## config.mk

```make
export PLATFORM = sky130hd
export DESIGN_NAME = fir_output_buffer
export DESIGN_NICKNAME = d
export VERILOG_FILES = /design/src/rtl/fir_output_buffer.sv
export SDC_FILE = /design/constraint.sdc
export NUM_CORES = 1
export LEC_CHECK = 0
export BUFFER_PORTS_ARGS = -buffer_cell sky130_fd_sc_hd__clkbuf_2
export CORE_UTILIZATION = 60
export DETAILED_ROUTE_END_ITERATION = 10
export GPL_TIMING_DRIVEN = 0
export PLACE_DENSITY = 0.84
export REMOVE_ABC_BUFFERS = 1
export SLEW_MARGIN = 20
export SYNTH_ARGS = -nofsm -noshare
export SYNTH_HDL_FRONTEND = slang
export SYNTH_SLANG_ARGS = --single-unit
```

## constraint.sdc

```tcl
create_clock -name clk -period 3.55 [get_ports clk]
set_clock_uncertainty 0.05 [all_clocks]
set_input_delay 1.065 -clock clk [delete_from_list [all_inputs] [get_ports clk]]
set_output_delay 1.065 -clock clk [all_outputs]
set_load 0.02 [all_outputs]
```

## src/rtl/fir_output_buffer.sv

```systemverilog
// fir_output_buffer: output stage of the FIR filter unit.
// Captures the MAC accumulator on each output-load strobe and scales it to
// sample width with saturation. Results are buffered in a small FIFO and
// handed to the sink over a valid/ready handshake.
// Optional feature macro: FIR_OUT_ROUND_EN (round half up before the shift;
// the default build truncates toward -inf).
module fir_output_buffer #(
  parameter int ACCBITS  = 32,
  parameter int DATABITS = 16,
  parameter int FRACBITS = 15,
  parameter int DEPTH    = 4
) (
  input  logic                         clk,
  input  logic                         rst_n,
  input  logic                         filter_en_in,
  input  logic                         oload_in,
  input  logic signed [ACCBITS-1:0]    acc_in,
  output logic signed [DATABITS-1:0]   dout_out,
  output logic                         dvalid_out,
  input  logic                         dready_in,
  output logic [$clog2(DEPTH+1)-1:0]   level_out,
  output logic                         sat_out,
  output logic                         overflow_out
);

  localparam int PTRW = (DEPTH > 1) ? $clog2(DEPTH) : 1;
  localparam int LVLW = $clog2(DEPTH+1);
  localparam logic [LVLW-1:0] FULL_LVL = LVLW'(DEPTH);

  // Output range limits, sign-extended to the ACCBITS+1 working width.
  localparam logic signed [ACCBITS:0] MAX_V =
    {{(ACCBITS-DATABITS+2){1'b0}}, {(DATABITS-1){1'b1}}};
  localparam logic signed [ACCBITS:0] MIN_V =
    {{(ACCBITS-DATABITS+2){1'b1}}, {(DATABITS-1){1'b0}}};

`ifdef FIR_OUT_ROUND_EN
  localparam logic signed [ACCBITS:0] RND_HALF = (ACCBITS+1)'(1) << (FRACBITS-1);
`endif

  // One extra bit of headroom so the rounding add can never wrap.
  function automatic logic signed [ACCBITS:0] scale_acc(
    input logic signed [ACCBITS-1:0] a);
    logic signed [ACCBITS:0] ext;
    ext = {a[ACCBITS-1], a};
`ifdef FIR_OUT_ROUND_EN
    ext = ext + RND_HALF;
`endif
    return ext >>> FRACBITS;
  endfunction

  function automatic logic sat_hit(input logic signed [ACCBITS:0] v);
    return (v > MAX_V) || (v < MIN_V);
  endfunction

  function automatic logic signed [DATABITS-1:0] sat_val(
    input logic signed [ACCBITS:0] v);
    if (v > MAX_V)
      return {1'b0, {(DATABITS-1){1'b1}}};
    else if (v < MIN_V)
      return {1'b1, {(DATABITS-1){1'b0}}};
    else
      return v[DATABITS-1:0];
  endfunction

  logic signed [ACCBITS:0]       scaled;
  logic signed [DATABITS-1:0]    conv_d, conv_q;
  logic                          conv_v_d, conv_v_q;
  logic                          sat_d, sat_q;
  logic                          ovf_d, ovf_q;
  logic [PTRW-1:0]               wr_ptr_d, wr_ptr_q;
  logic [PTRW-1:0]               rd_ptr_d, rd_ptr_q;
  logic [LVLW-1:0]               count_d, count_q;
  logic                          wr_en;
  logic                          pop;
  logic                          do_push;
  logic signed [DATABITS-1:0]    mem_q [DEPTH];

  // Stage 1: scale and saturate the accumulator on a qualified strobe.
  always_comb begin
    scaled   = scale_acc(acc_in);
    conv_d   = conv_q;
    conv_v_d = 1'b0;
    sat_d    = sat_q;
    if (filter_en_in && oload_in) begin
      conv_d   = sat_val(scaled);
      conv_v_d = 1'b1;
      if (sat_hit(scaled))
        sat_d = 1'b1;
    end
  end

  // Stage 2: FIFO bookkeeping; a pop frees a slot for a same-edge push even when full.
  always_comb begin
    wr_ptr_d = wr_ptr_q;
    rd_ptr_d = rd_ptr_q;
    count_d  = count_q;
    ovf_d    = ovf_q;
    wr_en    = 1'b0;
    pop      = dvalid_out && dready_in;
    do_push  = conv_v_q && ((count_q != FULL_LVL) || pop);
    if (!filter_en_in) begin
      wr_ptr_d = '0;
      rd_ptr_d = '0;
      count_d  = '0;
    end else begin
      if (conv_v_q && (count_q == FULL_LVL) && !pop)
        ovf_d = 1'b1;
      if (do_push) begin
        wr_en    = 1'b1;
        wr_ptr_d = wr_ptr_q + PTRW'(1);
      end
      if (pop)
        rd_ptr_d = rd_ptr_q + PTRW'(1);
      count_d = count_q + LVLW'(do_push) - LVLW'(pop);
    end
  end

  // Control and pipeline state with asynchronous reset.
  always_ff @(posedge clk or negedge rst_n) begin
    if (!rst_n) begin
      conv_q   <= '0;
      conv_v_q <= 1'b0;
      sat_q    <= 1'b0;
      ovf_q    <= 1'b0;
      wr_ptr_q <= '0;
      rd_ptr_q <= '0;
      count_q  <= '0;
    end else begin
      conv_q   <= conv_d;
      conv_v_q <= conv_v_d && filter_en_in;
      sat_q    <= sat_d;
      ovf_q    <= ovf_d;
      wr_ptr_q <= wr_ptr_d;
      rd_ptr_q <= rd_ptr_d;
      count_q  <= count_d;
    end
  end

  // FIFO storage; contents are only meaningful where count says so.
  always_ff @(posedge clk) begin
    if (wr_en)
      mem_q[wr_ptr_q] <= conv_q;
  end

  assign dvalid_out   = (count_q != '0);
  assign dout_out     = dvalid_out ? mem_q[rd_ptr_q] : '0;
  assign level_out    = count_q;
  assign sat_out      = sat_q;
  assign overflow_out = ovf_q;

endmodule

```

==> out/metrics.csv <==
metric,value,unit
# IOs,59,
post-route setup slack,0.230,ns
Net Sw Power,0.906,mW
Post-CTS Repair Setup Buffers,0,
drt pass-1 iters,4,
"Cell Area, Synth",3740,um2
CP cell instances,"nor3_2, buf_4, buf_6, nor2b_1, clkbuf_2",
total CTS buffers,9,
fin. max-slew vios,0,
Hold Path Cell Cnt,1,
DR iter-0 viols,81,
critical path's slowest cell,nor3_2,
largest net degree at the start of global routing,30,
HP Class,register to register,
Crit. End Element,output port,
peak supply drop,0.000483,V
Post-DRT Antenna Nets,0,
Tcrit/Tclk final,93.5,%
R2R depth,9,
Ant. Diodes,0,
RSZ-0062 raised after global routing,no,
combinational group share of total power,28.9,%
Worst-Skew Late Latency,0.35,ns
overall die height,81,um
# DRC,0,
share of cells above drive strength 1,31.8,%
GPL Wtd Cong,0.683,
status,completed,
vias in the first global route,1966,
final core utilization,70.7,%
fin nets,316,
hold_buf cts,0,
Critical Path Start Type,register,
DPL Wire Length,3.87,mm
die area,6560,um2
gr ovfl total,0,
Post-Route WL,6.15,mm
CP Depth,5,
"most common cell after layout, fill and taps aside",edfxtp_1,
htree depth,3,
Sink Count,90,
critical path data arrival time,2.20,ns
Reg power frac,46.1,%
Crit path buffers/inverters,3,
Vias/cell,5.61,
Hold Path End,overflow_out$_DFFE_PN0P_,
endpoints failing hold,0,
I/O Buffers,43,
FMAX,301,MHz
Clock power frac,25.0,%
crit path kind,register to output port,
relative slew slack,34.7,%
Synth Instances,228,
CP peak stage delay,0.68,ns
switching part of the total,31.2,%
Worst Min Path Start,overflow_out$_DFFE_PN0P_,
Reg2Reg Setup Slack,0.87,ns
core footprint,5960,um2
most frequent cells in the layout,"edfxtp_1 (64), clkbuf_2 (43), o21ai_1 (26)",
dpl ws,0.375,ns
cell internal pwr,2.00,mW
first-pass GRT wire length,9.52,mm
Pleak,1.60,nW
crit path time final,3.32,ns
Yosys reg bits,90,
Die W,81,um
Root Driver,clkbuf_8,
setup violators final,0,
PD cells,689,nW/um2
sequential area share after synthesis,68.7,%
CTS Buffer Depth,2,
max_cap viols,0,
synth unique cells,33,
Area Overhead vs Synth,12.4,%
slew at the pin with the worst max-slew slack,0.977,ns
via count,1976,
Yosys warnings,0,
row count,28,
origin of the critical flop-to-flop path,level_out[1]$_DFF_PN0_,
clk slew on worst S/H paths,0.08,ns
mean routed wirelength per cell,17.5,um
Initial Utilization,62.9,%
initial antenna violation count,0,
"Max FO, Critical Path",10,
worst path required time,2.43,ns
Global Route Usage Sum,21.1,%
CTS tree,built,
reg2reg end,level_out[2]$_DFF_PN0_,
critical path's top delay family,simple AND/OR/NAND/NOR gates,
syn avg cell area,16.4,um2
post-CTS resize count,1,
## state kept, by name (all words and copies together) (netlist names)
register      count
overflow_out      1
conv_v_q          1
rd_ptr_q          2
level_out         3
conv_q           16
wr_ptr_q          2
mem_q            64
sat_out           1
## metal layers
layer  GRT usage [%]  up-vias  wire, um
met2            36.1       73      3310
met1            25.2      972      2400
li1                -      925         -
met3            5.62        6       377
met4            9.11        0        61
met5               0        -         0
## area by class of cell
class                      count  area, um2
inverter                       8       30.0
tap                           75       93.8
clock inverter                 6       81.3
multi-input combinational    118       1070
timing repair buffer          45        234
fill                         387       1750
clock buffer                  10        128
sequential                    90       2570
## worst max-delay path by stage
| stage | startpoint | endpoint | slack, ns |
|---|---|---|---|
| 2_1_floorplan | level_out[1]$_DFF_PN0_ | dvalid_out | -0.59 |
| 3_3_place_gp | level_out[1]$_DFF_PN0_ | level_out[2]$_DFF_PN0_ | -1.36 |
| 3_5_place_dp | rd_ptr_q[0]$_DFFE_PN0P_ | dout_out[5] | 0.38 |
| 4_1_cts | level_out[1]$_DFF_PN0_ | dout_out[0] | 0.19 |
| 5_1_grt | level_out[1]$_DFF_PN0_ | dout_out[0] | 0.1 |
| 6_report | level_out[1]$_DFF_PN0_ | dout_out[0] | 0.23 |
## power groups by stage
| stage | clock network (mW) | registers (mW) | logic (mW) |
|---|---|---|---|
| 3_5_place_dp | 0 | 1.36 | 0.851 |
| 6_report | 0.724 | 1.34 | 0.839 |
| 2_1_floorplan | 0 | 1.35 | 0.579 |
| 5_1_grt | 0.769 | 1.36 | 0.919 |
| 4_1_cts | 0.738 | 1.34 | 0.853 |
| 3_3_place_gp | 0 | 1.35 | 0.817 |
## Yosys cell counts
cell type / n / share of area (%)
a21boi_1: 1 / 0.20
a21o_1: 1 / 0.20
a31o_1: 1 / 0.23
and2_1: 6 / 1.0
buf_1: 1 / 0.10
buf_12: 1 / 0.53
buf_2: 5 / 0.67
buf_4: 1 / 0.20
buf_6: 1 / 0.30
clkbuf_1: 3 / 0.30
dfrtp_1: 26 / 17
edfxtp_1: 64 / 51
fa_1: 1 / 0.53
ha_1: 6 / 2.0
inv_1: 7 / 0.70
inv_2: 1 / 0.10
maj3_1: 2 / 0.53
mux2_2: 2 / 0.60
mux2i_1: 2 / 0.53
mux4_2: 16 / 9.6
nand2_1: 22 / 2.2
nand2b_1: 1 / 0.17
nand4bb_2: 1 / 0.43
nor2_1: 1 / 0.10
nor2b_1: 13 / 2.2
nor2b_4: 7 / 2.6
nor3_1: 1 / 0.13
nor4b_2: 1 / 0.40
o21ai_0: 3 / 0.40
o21ai_1: 26 / 3.5
or3_1: 1 / 0.17
xnor2_1: 2 / 0.47
xor2_1: 1 / 0.23
## logic make-up after synthesis
family | share of synthesized area, %
AOI/OAI and AO/OA | 4.51
and+or+nand+nor | 9.36
muxes | 10.8
buffers and inverters | 2.91
DFF | 68.7
xor gates and xnor gates | 0.702
adders and majority gates | 3.07
## stage by stage
stage	instances	setup TNS (ns)	hold slack [ns]	area (um2)	power (mW)
global route	352	0	0.423	4210	3.04
CTS	352	0	0.417	4210	2.93
floorplan	216	-8.31	0.422	3670	1.93
global placement	334	-22.45	0.400	3980	2.17
detailed placement	336	0	0.394	4000	2.21
finish	352	0	0.419	4210	2.90
Power figures use the tool's default switching activity.
